--- src/rtl/uart_pkg.sv ---
// Shared UART definitions: serializer states and 8N1 line levels.
// Intended to be reused by the receive/loader path as well.
package uart_pkg;

    typedef enum logic [1:0] {
        IDLE,
        START,
        DATA,
        STOP
    } uartState_t;

    localparam int unsigned UART_DATA_BITS = 8;
    localparam logic        UART_START_LVL = 1'b0;
    localparam logic        UART_STOP_LVL  = 1'b1;

endpackage

--- src/rtl/uart_result_tx_if.sv ---
// Writeback result bus: the done strobe plus the 16-bit result it qualifies.
interface uart_result_tx_if;

    logic        done;
    logic [15:0] ResultW;

    modport master (output done, output ResultW);
    modport slave  (input  done, input  ResultW);

endinterface

--- src/rtl/uart_result_tx_fifo.sv ---
// Result word FIFO: synchronous circular buffer with combinational head read.
// A push while full is accepted only when a pop happens on the same edge.
module result_fifo #(
    parameter int unsigned DEPTH = 4,
    parameter int unsigned WIDTH = 16
) (
    input  logic                     clk,
    input  logic                     rst_n,
    input  logic                     push,
    input  logic                     pop,
    input  logic [WIDTH-1:0]         din,
    output logic [WIDTH-1:0]         dout,
    output logic                     full,
    output logic                     empty,
    output logic [$clog2(DEPTH):0]   count
);

    localparam int unsigned AW = $clog2(DEPTH);
    localparam logic [AW:0] FULL_CNT = DEPTH[AW:0];
    localparam logic [AW:0] ONE_CNT  = 1;

    logic [WIDTH-1:0] mem [DEPTH];
    logic [AW-1:0]    wrPtr;
    logic [AW-1:0]    rdPtr;
    logic [AW:0]      countQ;
    logic             doPush;
    logic             doPop;

    assign empty  = (countQ == '0);
    assign full   = (countQ == FULL_CNT);
    assign doPop  = pop && !empty;
    assign doPush = push && (!full || doPop);
    assign dout   = mem[rdPtr];
    assign count  = countQ;

    // Pointer and occupancy bookkeeping.
    always_ff @(posedge clk or negedge rst_n) begin
        if (!rst_n) begin
            wrPtr  <= '0;
            rdPtr  <= '0;
            countQ <= '0;
        end else begin
            if (doPush) wrPtr <= wrPtr + 1'b1;
            if (doPop)  rdPtr <= rdPtr + 1'b1;
            case ({doPush, doPop})
                2'b10:   countQ <= countQ + ONE_CNT;
                2'b01:   countQ <= countQ - ONE_CNT;
                default: countQ <= countQ;
            endcase
        end
    end

    // Storage array; contents need no reset since count gates reads.
    always_ff @(posedge clk) begin
        if (doPush) mem[wrPtr] <= din;
    end

endmodule

--- src/rtl/uart_result_tx.sv ---
// Streams writeback results to the host as UART 8N1, two bytes per word,
// high byte first. Words are buffered in a small FIFO; drops are flagged.
module uart_result_tx #(
    parameter int unsigned CLKS_PER_BIT = 868,
    parameter int unsigned FIFO_DEPTH   = 4
) (
    input  logic                         clk,
    input  logic                         reset,
    uart_result_tx_if.slave              res,
    output logic                         tx,
    output logic                         busy,
    output logic                         overflow,
    output logic [$clog2(FIFO_DEPTH):0]  fifo_count
);

    import uart_pkg::*;

    localparam int unsigned CW = (CLKS_PER_BIT > 2) ? $clog2(CLKS_PER_BIT) : 1;
    localparam logic [CW-1:0] BAUD_LAST = CW'(CLKS_PER_BIT - 1);
    localparam logic [2:0]    LAST_BIT  = 3'(UART_DATA_BITS - 1);

    uartState_t state, stateNext;
    logic [CW-1:0] baudCnt, baudNext;
    logic [2:0]    bitIdx, bitIdxNext;
    logic [7:0]    shiftReg, shiftNext;
    logic [7:0]    holdLow, holdLowNext;
    logic          sendHigh, sendHighNext;
    logic          txReg, txNext;
    logic          overflowReg;

    logic          fifoPop;
    logic          fifoFull;
    logic          fifoEmpty;
    logic [15:0]   fifoDout;
    logic          bitDone;

    result_fifo #(
        .DEPTH (FIFO_DEPTH),
        .WIDTH (16)
    ) uFifo (
        .clk   (clk),
        .rst_n (reset),
        .push  (res.done),
        .pop   (fifoPop),
        .din   (res.ResultW),
        .dout  (fifoDout),
        .full  (fifoFull),
        .empty (fifoEmpty),
        .count (fifo_count)
    );

    assign bitDone  = (baudCnt == BAUD_LAST);
    assign tx       = txReg;
    assign busy     = (state != IDLE) || !fifoEmpty;
    assign overflow = overflowReg;

    // Serializer state and datapath registers; tx is registered to stay glitch-free.
    always_ff @(posedge clk or negedge reset) begin
        if (!reset) begin
            state    <= IDLE;
            baudCnt  <= '0;
            bitIdx   <= '0;
            shiftReg <= '0;
            holdLow  <= '0;
            sendHigh <= 1'b1;
            txReg    <= UART_STOP_LVL;
        end else begin
            state    <= stateNext;
            baudCnt  <= baudNext;
            bitIdx   <= bitIdxNext;
            shiftReg <= shiftNext;
            holdLow  <= holdLowNext;
            sendHigh <= sendHighNext;
            txReg    <= txNext;
        end
    end

    // Next-state logic; tx is derived from the next state so it changes with the state.
    // Only the low byte of a popped word must outlive the pop, so only it is held.
    always_comb begin
        stateNext    = state;
        baudNext     = baudCnt;
        bitIdxNext   = bitIdx;
        shiftNext    = shiftReg;
        holdLowNext  = holdLow;
        sendHighNext = sendHigh;
        fifoPop      = 1'b0;
        txNext       = UART_STOP_LVL;

        case (state)
            IDLE: begin
                baudNext = '0;
                if (!fifoEmpty) begin
                    fifoPop      = 1'b1;
                    holdLowNext  = fifoDout[7:0];
                    shiftNext    = fifoDout[15:8];
                    sendHighNext = 1'b1;
                    stateNext    = START;
                end
            end
            START: begin
                if (bitDone) begin
                    baudNext   = '0;
                    bitIdxNext = '0;
                    stateNext  = DATA;
                end else begin
                    baudNext = baudCnt + 1'b1;
                end
            end
            DATA: begin
                if (bitDone) begin
                    baudNext  = '0;
                    shiftNext = shiftReg >> 1;
                    if (bitIdx == LAST_BIT) begin
                        stateNext = STOP;
                    end else begin
                        bitIdxNext = bitIdx + 1'b1;
                    end
                end else begin
                    baudNext = baudCnt + 1'b1;
                end
            end
            STOP: begin
                if (bitDone) begin
                    baudNext = '0;
                    if (sendHigh) begin
                        shiftNext    = holdLow;
                        sendHighNext = 1'b0;
                        stateNext    = START;
                    end else if (!fifoEmpty) begin
                        fifoPop      = 1'b1;
                        holdLowNext  = fifoDout[7:0];
                        shiftNext    = fifoDout[15:8];
                        sendHighNext = 1'b1;
                        stateNext    = START;
                    end else begin
                        stateNext = IDLE;
                    end
                end else begin
                    baudNext = baudCnt + 1'b1;
                end
            end
            default: stateNext = IDLE;
        endcase

        case (stateNext)
            START:   txNext = UART_START_LVL;
            DATA:    txNext = shiftNext[0];
            default: txNext = UART_STOP_LVL;
        endcase
    end

    // Sticky drop flag: a word arrives while full and nothing leaves this edge.
    always_ff @(posedge clk or negedge reset) begin
        if (!reset) begin
            overflowReg <= 1'b0;
        end else if (res.done && fifoFull && !fifoPop) begin
            overflowReg <= 1'b1;
        end
    end

endmodule

--- src/flat_wrapper.sv ---
// flat-port wrapper written by rule: the top's interface ports become plain ports
module uart_result_tx_flat import uart_pkg::*;
#(
    parameter int unsigned CLKS_PER_BIT = 868,
    parameter int unsigned FIFO_DEPTH   = 4
)
  (clk, reset, tx, busy, overflow, fifo_count, res_done, res_ResultW);
  uart_result_tx_if res_i ();
  input  logic clk;
  input  logic reset;
  output logic tx;
  output logic busy;
  output logic overflow;
  output logic [$clog2(FIFO_DEPTH):0] fifo_count;
  input wire logic [$bits(res_i.done)-1:0] res_done;
  input wire logic [$bits(res_i.ResultW)-1:0] res_ResultW;
  assign res_i.done = res_done;
  assign res_i.ResultW = res_ResultW;
  uart_result_tx #(.CLKS_PER_BIT(CLKS_PER_BIT), .FIFO_DEPTH(FIFO_DEPTH)) u_core (.clk(clk), .reset(reset), .res(res_i), .tx(tx), .busy(busy), .overflow(overflow), .fifo_count(fifo_count));
endmodule
--- config.mk ---
export PLATFORM = sky130hd
export DESIGN_NAME = uart_result_tx_flat
export DESIGN_NICKNAME = d
export VERILOG_FILES = /design/src/rtl/uart_pkg.sv /design/src/rtl/uart_result_tx_if.sv /design/src/rtl/uart_result_tx_fifo.sv /design/src/rtl/uart_result_tx.sv /design/src/flat_wrapper.sv
export SDC_FILE = /design/constraint.sdc
export NUM_CORES = 1
export LEC_CHECK = 0
export CAP_MARGIN = 20
export CORE_ASPECT_RATIO = 1.2
export CORE_MARGIN = 3
export CORE_UTILIZATION = 30
export CTS_BUF_LIST = sky130_fd_sc_hd__clkbuf_4
export DETAILED_ROUTE_END_ITERATION = 8
export GPL_TIMING_DRIVEN = 0
export PLACE_DENSITY = 0.48
export SLEW_MARGIN = 0
export SYNTH_ARGS = -nofsm -noshare
export SYNTH_HDL_FRONTEND = slang
export SYNTH_SLANG_ARGS = --single-unit
--- constraint.sdc ---
create_clock -name clk -period 7.9 [get_ports clk]
set_clock_uncertainty 0.1 [all_clocks]
set_input_delay 1.185 -clock clk [delete_from_list [all_inputs] [get_ports clk]]
set_output_delay 1.185 -clock clk [all_outputs]
set_load 0.02 [all_outputs]
Yosys cells after proc, flatten, opt, wreduce, memory -nomap -nowiden
Memory sizes are Yosys's and may differ from the RTL's.
Index checks and enable logic that the tools add are counted.
{ "totals": {"regBits": 41, "ramBits": 64, "input_bits": 19, "output_inout_bits": 6, "wordCells": 90, "memories": 1} }
{ "op_classes": {"n_addsub": 6, "eq_ne": 16, "n_mux": 34, "reduce_logical": 21} }
{ "mem_list": {"columns": ["name", "depth", "width", "read_ports", "rd_clocked_by_memory_dff", "write_ports", "line_no", "source"], "rows": [
  ["u_core.uFifo.mem", 4, 16, 1, 0, 1, "uart_result_tx_fifo.sv:22", "logic [WIDTH-1:0] mem [DEPTH];"]
]} }
{ "op_table": {"columns": ["cell", "count"], "rows": [
  ["2-to-1 mux 8 bit", 7],
  ["case mux 8 bit (3 select lines)", 1],
  ["case mux 10 bit (2 select lines)", 1],
  ["case mux 8 bit (2 select lines)", 1],
  ["2-to-1 mux 2 bit", 6],
  ["case mux 3 bit (2 select lines)", 2],
  ["adder 10 x 1 -> 10 bit (second input constant)", 1],
  ["== test 10 bit (second input constant)", 1],
  ["2-to-1 mux 10 bit", 1],
  ["2-to-1 mux 3 bit", 3],
  ["AND reduction 3 bit", 3],
  ["== test 2 bit (second input constant)", 4],
  ["2-to-1 mux 1 bit", 8],
  ["case mux 2 bit (4 select lines)", 1],
  ["nonzero test 2 bit", 4],
  ["adder 3 x 1 -> 3 bit (second input constant)", 2],
  ["== test 2 x 1 -> 1 bit (second input constant)", 3],
  ["== test 3 bit (second input constant)", 2],
  ["!= test 2 x 1 -> 1 bit (second input constant)", 3],
  ["!= test 2 bit (second input constant)", 3],
  ["case mux 1 bit (2 select lines)", 3],
  ["adder 2 x 1 -> 2 bit (second input constant)", 2],
  ["logical AND 1 bit", 4],
  ["AND reduction 4 bit", 1],
  ["other kinds (7)", 10]
]} }

Longest topological paths before layout
{ "depth": {"ltp_word": 10, "mapped_depth": 12} }

By module
Synthesis repeated with hierarchy kept, for this count alone.
{ "unflattened": {"hier_cells": 313, "hier_area_um2": 4630.7} }
{ "modules_own_cells": {"columns": ["module", "n_inst", "cells_per_inst", "area_each_um2"], "rows": [
  ["result_fifo", 1, 122, 2741.4],
  ["uart_result_tx", 1, 191, 1889.3]
]} }

Least setup slack after synthesis
No wires, ideal clock.
{ "synth_timing": {"kind": "input to register", "start": "input port res_done", "end": "memory u_core.uFifo.mem[0][0], enable pin", "setup_ns": 0.374, "arrival_time_ns": 2.423, "required_ns": 7.426, "setup_slack_ns": 5.004, "path_stages": 4, "path_cell_list": "clkbuf_1 > inv_1 > a31oi_1 > and2_1"} }
{ "synth_via": {"elab_chain_len": 3} }
{ "synth_lines": {"columns": ["item", "line_no", "source"], "rows": [
  ["from (decl)", "flat_wrapper.sv:15", "input wire logic [$bits(res_i.done)-1:0] res_done;"],
  ["logical AND 1 bit", "uart_result_tx_fifo.sv:32", "assign doPush = push && (!full || doPop);"],
  ["2-to-1 mux 1 bit", "uart_result_tx_fifo.sv:55", "if (doPush) mem[wrPtr] <= din;"],
  ["2-to-1 mux 1 bit (not written as such)", "uart_result_tx_fifo.sv:55", null],
  ["to (decl)", "uart_result_tx_fifo.sv:22", null]
]} }
No other way between the ends.

Worst setup path after layout
{ "layout_timing": {"start": "register u_core.uFifo.countQ[1], in the netlist u_core.uFifo.count[1]", "end": "output port busy"} }
{ "layout_via": {"elab_chain_len": 3} }
{ "layout_lines": {"columns": ["item", "line_no", "source"], "rows": [
  ["from (decl)", "uart_result_tx_fifo.sv:25", "logic [AW:0] countQ;"],
  ["from (signal assigned)", "uart_result_tx_fifo.sv:46", "2'b10: countQ <= countQ + ONE_CNT;"],
  ["from (signal assigned)", "uart_result_tx_fifo.sv:47", "2'b01: countQ <= countQ - ONE_CNT;"],
  ["from (signal assigned)", "uart_result_tx_fifo.sv:48", "default: countQ <= countQ;"],
  ["logical NOT 3 bit", "uart_result_tx_fifo.sv:29", "assign empty = (countQ == '0);"],
  ["logical NOT 1 bit", "uart_result_tx.sv:54", "assign busy = (state != IDLE) || !fifoEmpty;"],
  ["logical OR 1 bit", "uart_result_tx.sv:54", null],
  ["to (decl)", "flat_wrapper.sv:12", "output logic busy;"]
]} }
No other way between the ends.

==> summary.txt <==
Status
  • Status: finished, final reports clean

Clock tree
  • CTS Buf Count: 9
  • Cts hold-fix bufs: 0
  • Clk Latency, worst-skew pair: about 0.47 ns
  • Post-CTS setup repair buffer count: 0
  • CTS tree: yes
  • Clock Sinks: roughly 110
  • Root Buffer: clkbuf_4
  • Worst-path clk slew: approximately 0.17 ns
  • Max H-tree Level: 3
  • Max Root-Sink Buffers: 2
  • Post-CTS resize count: 0

Floorplan
  • Die footprint: around 17000 um^2
  • Die H: 144 um
  • Row Count: just under 50
  • Initial Util: a little under a third
  • Die X-Extent: about 120 um
  • Core Footprint: between 15000 and 20000 um^2
  • IO Pins: 25

Synthesis
  • Area leader, netlist: edfxtp_1
  • Synth top area cells: edfxtp_1 40%, dfrtp_1 20%, mux4_2 7.6%
  • Distinct cells, synth: 58
  • Synth Instances: 344
  • Syn nets: between 300 and 400
  • Register area share after synthesis: roughly 62%
  • Synthesized area: approximately 4800 um^2
  • EDFF count, synth: 64
  • Avg Cell Area, Syn: between 10 and 15 um^2
  • Synthesis warning total: 0
  • Share of the synthesized area in the top cell type: about two fifths
  • Number of synthesized register bits: ~110
  • Asr flop ratio synth: between 30% and 40%
  • Main synth FF type: edfxtp_1

Placement
  • Final Wtd Congestion: 0.748
  • DP Wirelength: 6470 um
  • Port-buffer cells: 23

Global route
  • Initial antenna violation count: 1
  • Vias in the first global route: roughly 3.0k
  • Largest net degree at the start of global routing: 36
  • Total track usage: a little under an eighth
  • GRT overflow: 0
  • First-pass GRT wire length: 15900 um

Route
  • DR vias/cell: ~5
  • Via Count: approximately 2.9k
  • Drt drc: 0
  • Initial DRC Count: a little over 100
  • Pre-Repair DR Iteration Count: 4
  • Antenna-violating nets left: 0
  • WL per Instance: roughly 16 um
  • Final WL: between 9000 and 10000 um

Power and ir drop
  • Worst VDD drop: roughly 0.00012 V
  • Total power draw: 1.71 mW
  • Total power divided by cell area: between 300 and 400 nW/um^2
  • LEAKAGE: ~2.0 nW

Timing
  • Sum Neg Setup Slack: 0 ns
  • Setup-failing EPs final: 0
  • FMAX: approximately 0.25 GHz
  • Final Critical Period: 3.98 ns
  • Fin. max-slew vios: 0
  • Hold_ws: about 0.4 ns
  • Worst slew margin: between 40% and 50%
  • RSZ-0062 raised after global routing: false
  • Worst Max-Slew Pin Slew: 0.883 ns
  • Final period util: roughly half
  • Final hold vios: 0

Cells and area
  • Area Growth Syn to Fin: 13.6%
  • Nets: a little over 400
  • Leading cell type in the layout, fill and taps excluded: edfxtp_1
  • Multi-input gate area: about 1700 um^2
  • Share of layout cells above drive strength 1: approximately 15%
  • FF/Latch Area: roughly 3000 um^2
  • Layout fillers: roughly 1.5k
  • Most frequent cells in the layout: 64 x edfxtp_1, 41 x nand2_1, 39 x dfrtp_1
  • Final Core Density: approximately 35%

Min path
  • HP Class: register to register
  • HP Start: u_core.overflow
  • Hold Path Depth: 1
  • Hold Path Sink: u_core.overflow

Flow run
  • Max_cap viols: 0

Setup path
  • Worst Path Arrival: around 2.7 ns
  • CP startpoint kind: register
  • R2r setup slk: about 4.7 ns
  • Cells on worst reg2reg path: 6
  • WS Path Type: register to output pin
  • R2r endpoint: u_core.uFifo.mem[0][3]
  • Setup crit end kind: output pin
  • Reg2reg start: u_core.baudCnt[0]
  • Worst-path fanout max: 10
  • Worst Path Required: about 6.6 ns
-- where the power goes --
group	switching (mW)	leakage (nW)	internal [mW]	total, mW
registers	0.0768	1.10	0.731	0.808
logic	0.340	0.785	0.275	0.615
clock network	0.186	0.0794	0.107	0.293
total	0.602	1.97	1.11	1.71
-- state kept, by name (all words and copies together), names as in the netlist --
signal / cells
u_core.state: 2
u_core.bitIdx: 3
u_core.baudCnt: 10
u_core.uFifo.mem: 64
u_core.uFifo.rdPtr: 2
u_core.uFifo.wrPtr: 2
u_core.shiftReg: 8
u_core.sendHigh: 1
u_core.tx: 1
u_core.holdLow: 8
u_core.uFifo.count: 3
u_core.overflow: 1
-- cells by family (layout without fill, tap and decap cells) --
logic type / after synthesis / after routing / synth area share (%)
xor gates and xnor gates: 13 / 13 / 2.39
and+or+nand+nor: 92 / 92 / 9.46
adders and majority gates: 13 / 13 / 3.57
muxes: 26 / 26 / 9.88
DFF: 105 / 105 / 62.0
buffers and inverters: 32 / 72 / 2.84
AOI/OAI and AO/OA: 63 / 63 / 9.91
other: 0 / 1 / 0
-- final cells by class --
cell class / instances / area share, %
flip-flops and latches: 105 / 54.5
inverters: 13 / 0.902
clock inverters: 5 / 1.16
multi-input cells: 207 / 31.0
repair buffers: 24 / 4.53
diodes: 1 / 0.0463
clock buffers: 11 / 1.53
plain buffers: 19 / 1.60
well taps: 204 / 4.72
-- how the worst max path moves through the flow --
stage | start | endpoint | slack, ns | cells after the start
2_1_floorplan | res_done | u_core.uFifo.mem[0][0] | 5.00 | 4
5_1_grt | u_core.uFifo.count[1] | busy | 3.72 | 4
6_report | u_core.uFifo.count[1] | busy | 3.92 | 4
3_3_place_gp | reset | u_core.holdLow[5] | 4.28 | 1
3_5_place_dp | res_done | u_core.uFifo.mem[3][6] | 4.36 | 4
4_1_cts | u_core.uFifo.count[1] | busy | 3.85 | 4
-- through the flow --
| stage | cell area [um^2] | setup slack, ns | std cells |
|---|---|---|---|
| floorplan | 4760 | 5.00 | 344 |
| global placement | 5250 | 4.28 | 571 |
| detailed placement | 5260 | 4.36 | 572 |
| CTS | 5410 | 3.85 | 588 |
| global route | 5410 | 3.72 | 589 |
| finish | 5410 | 3.92 | 589 |
-- synth_stat cells, types with 2 or more instances --
cell type / n
a22o_1: 9
dfstp_2: 2
buf_2: 6
clkbuf_1: 10
xor2_1: 6
nor2_1: 11
nand3_1: 6
mux4_2: 16
nand2_1: 41
nand2b_1: 5
nor3_1: 8
and3_1: 3
edfxtp_1: 64
xnor2_1: 7
mux2_1: 2
a221oi_1: 7
o221a_2: 2
inv_1: 13
dfrtp_1: 39
buf_4: 2
o21ai_0: 10
or3_1: 2
mux2i_1: 2
ha_1: 12
nor2b_1: 2
o211ai_1: 4
mux2_2: 6
a31oi_1: 3
a21oi_1: 10
and2_1: 6
-- critical path, stage by stage, from the launching register on --
cell and delay, ns:
dfrtp_1 0.51, nor3_2 0.53, clkbuf_1 0.44, nand2_1 0.17
clkdlybuf4s50_1 0.57
-- layer usage --
metal | part of all wire, % | global-route usage, % | wire [um] | up-vias
li1 | - | - | - | 1363
met1 | 45 | 15.0 | 4350 | 1467
met2 | 49 | 19.6 | 4690 | 49
met3 | 3.4 | 2.70 | 323 | 17
met4 | 2.2 | 5.01 | 208 | 0
met5 | 0 | 0 | 0 | -
Note: power is estimated with default switching activity, not from simulation.
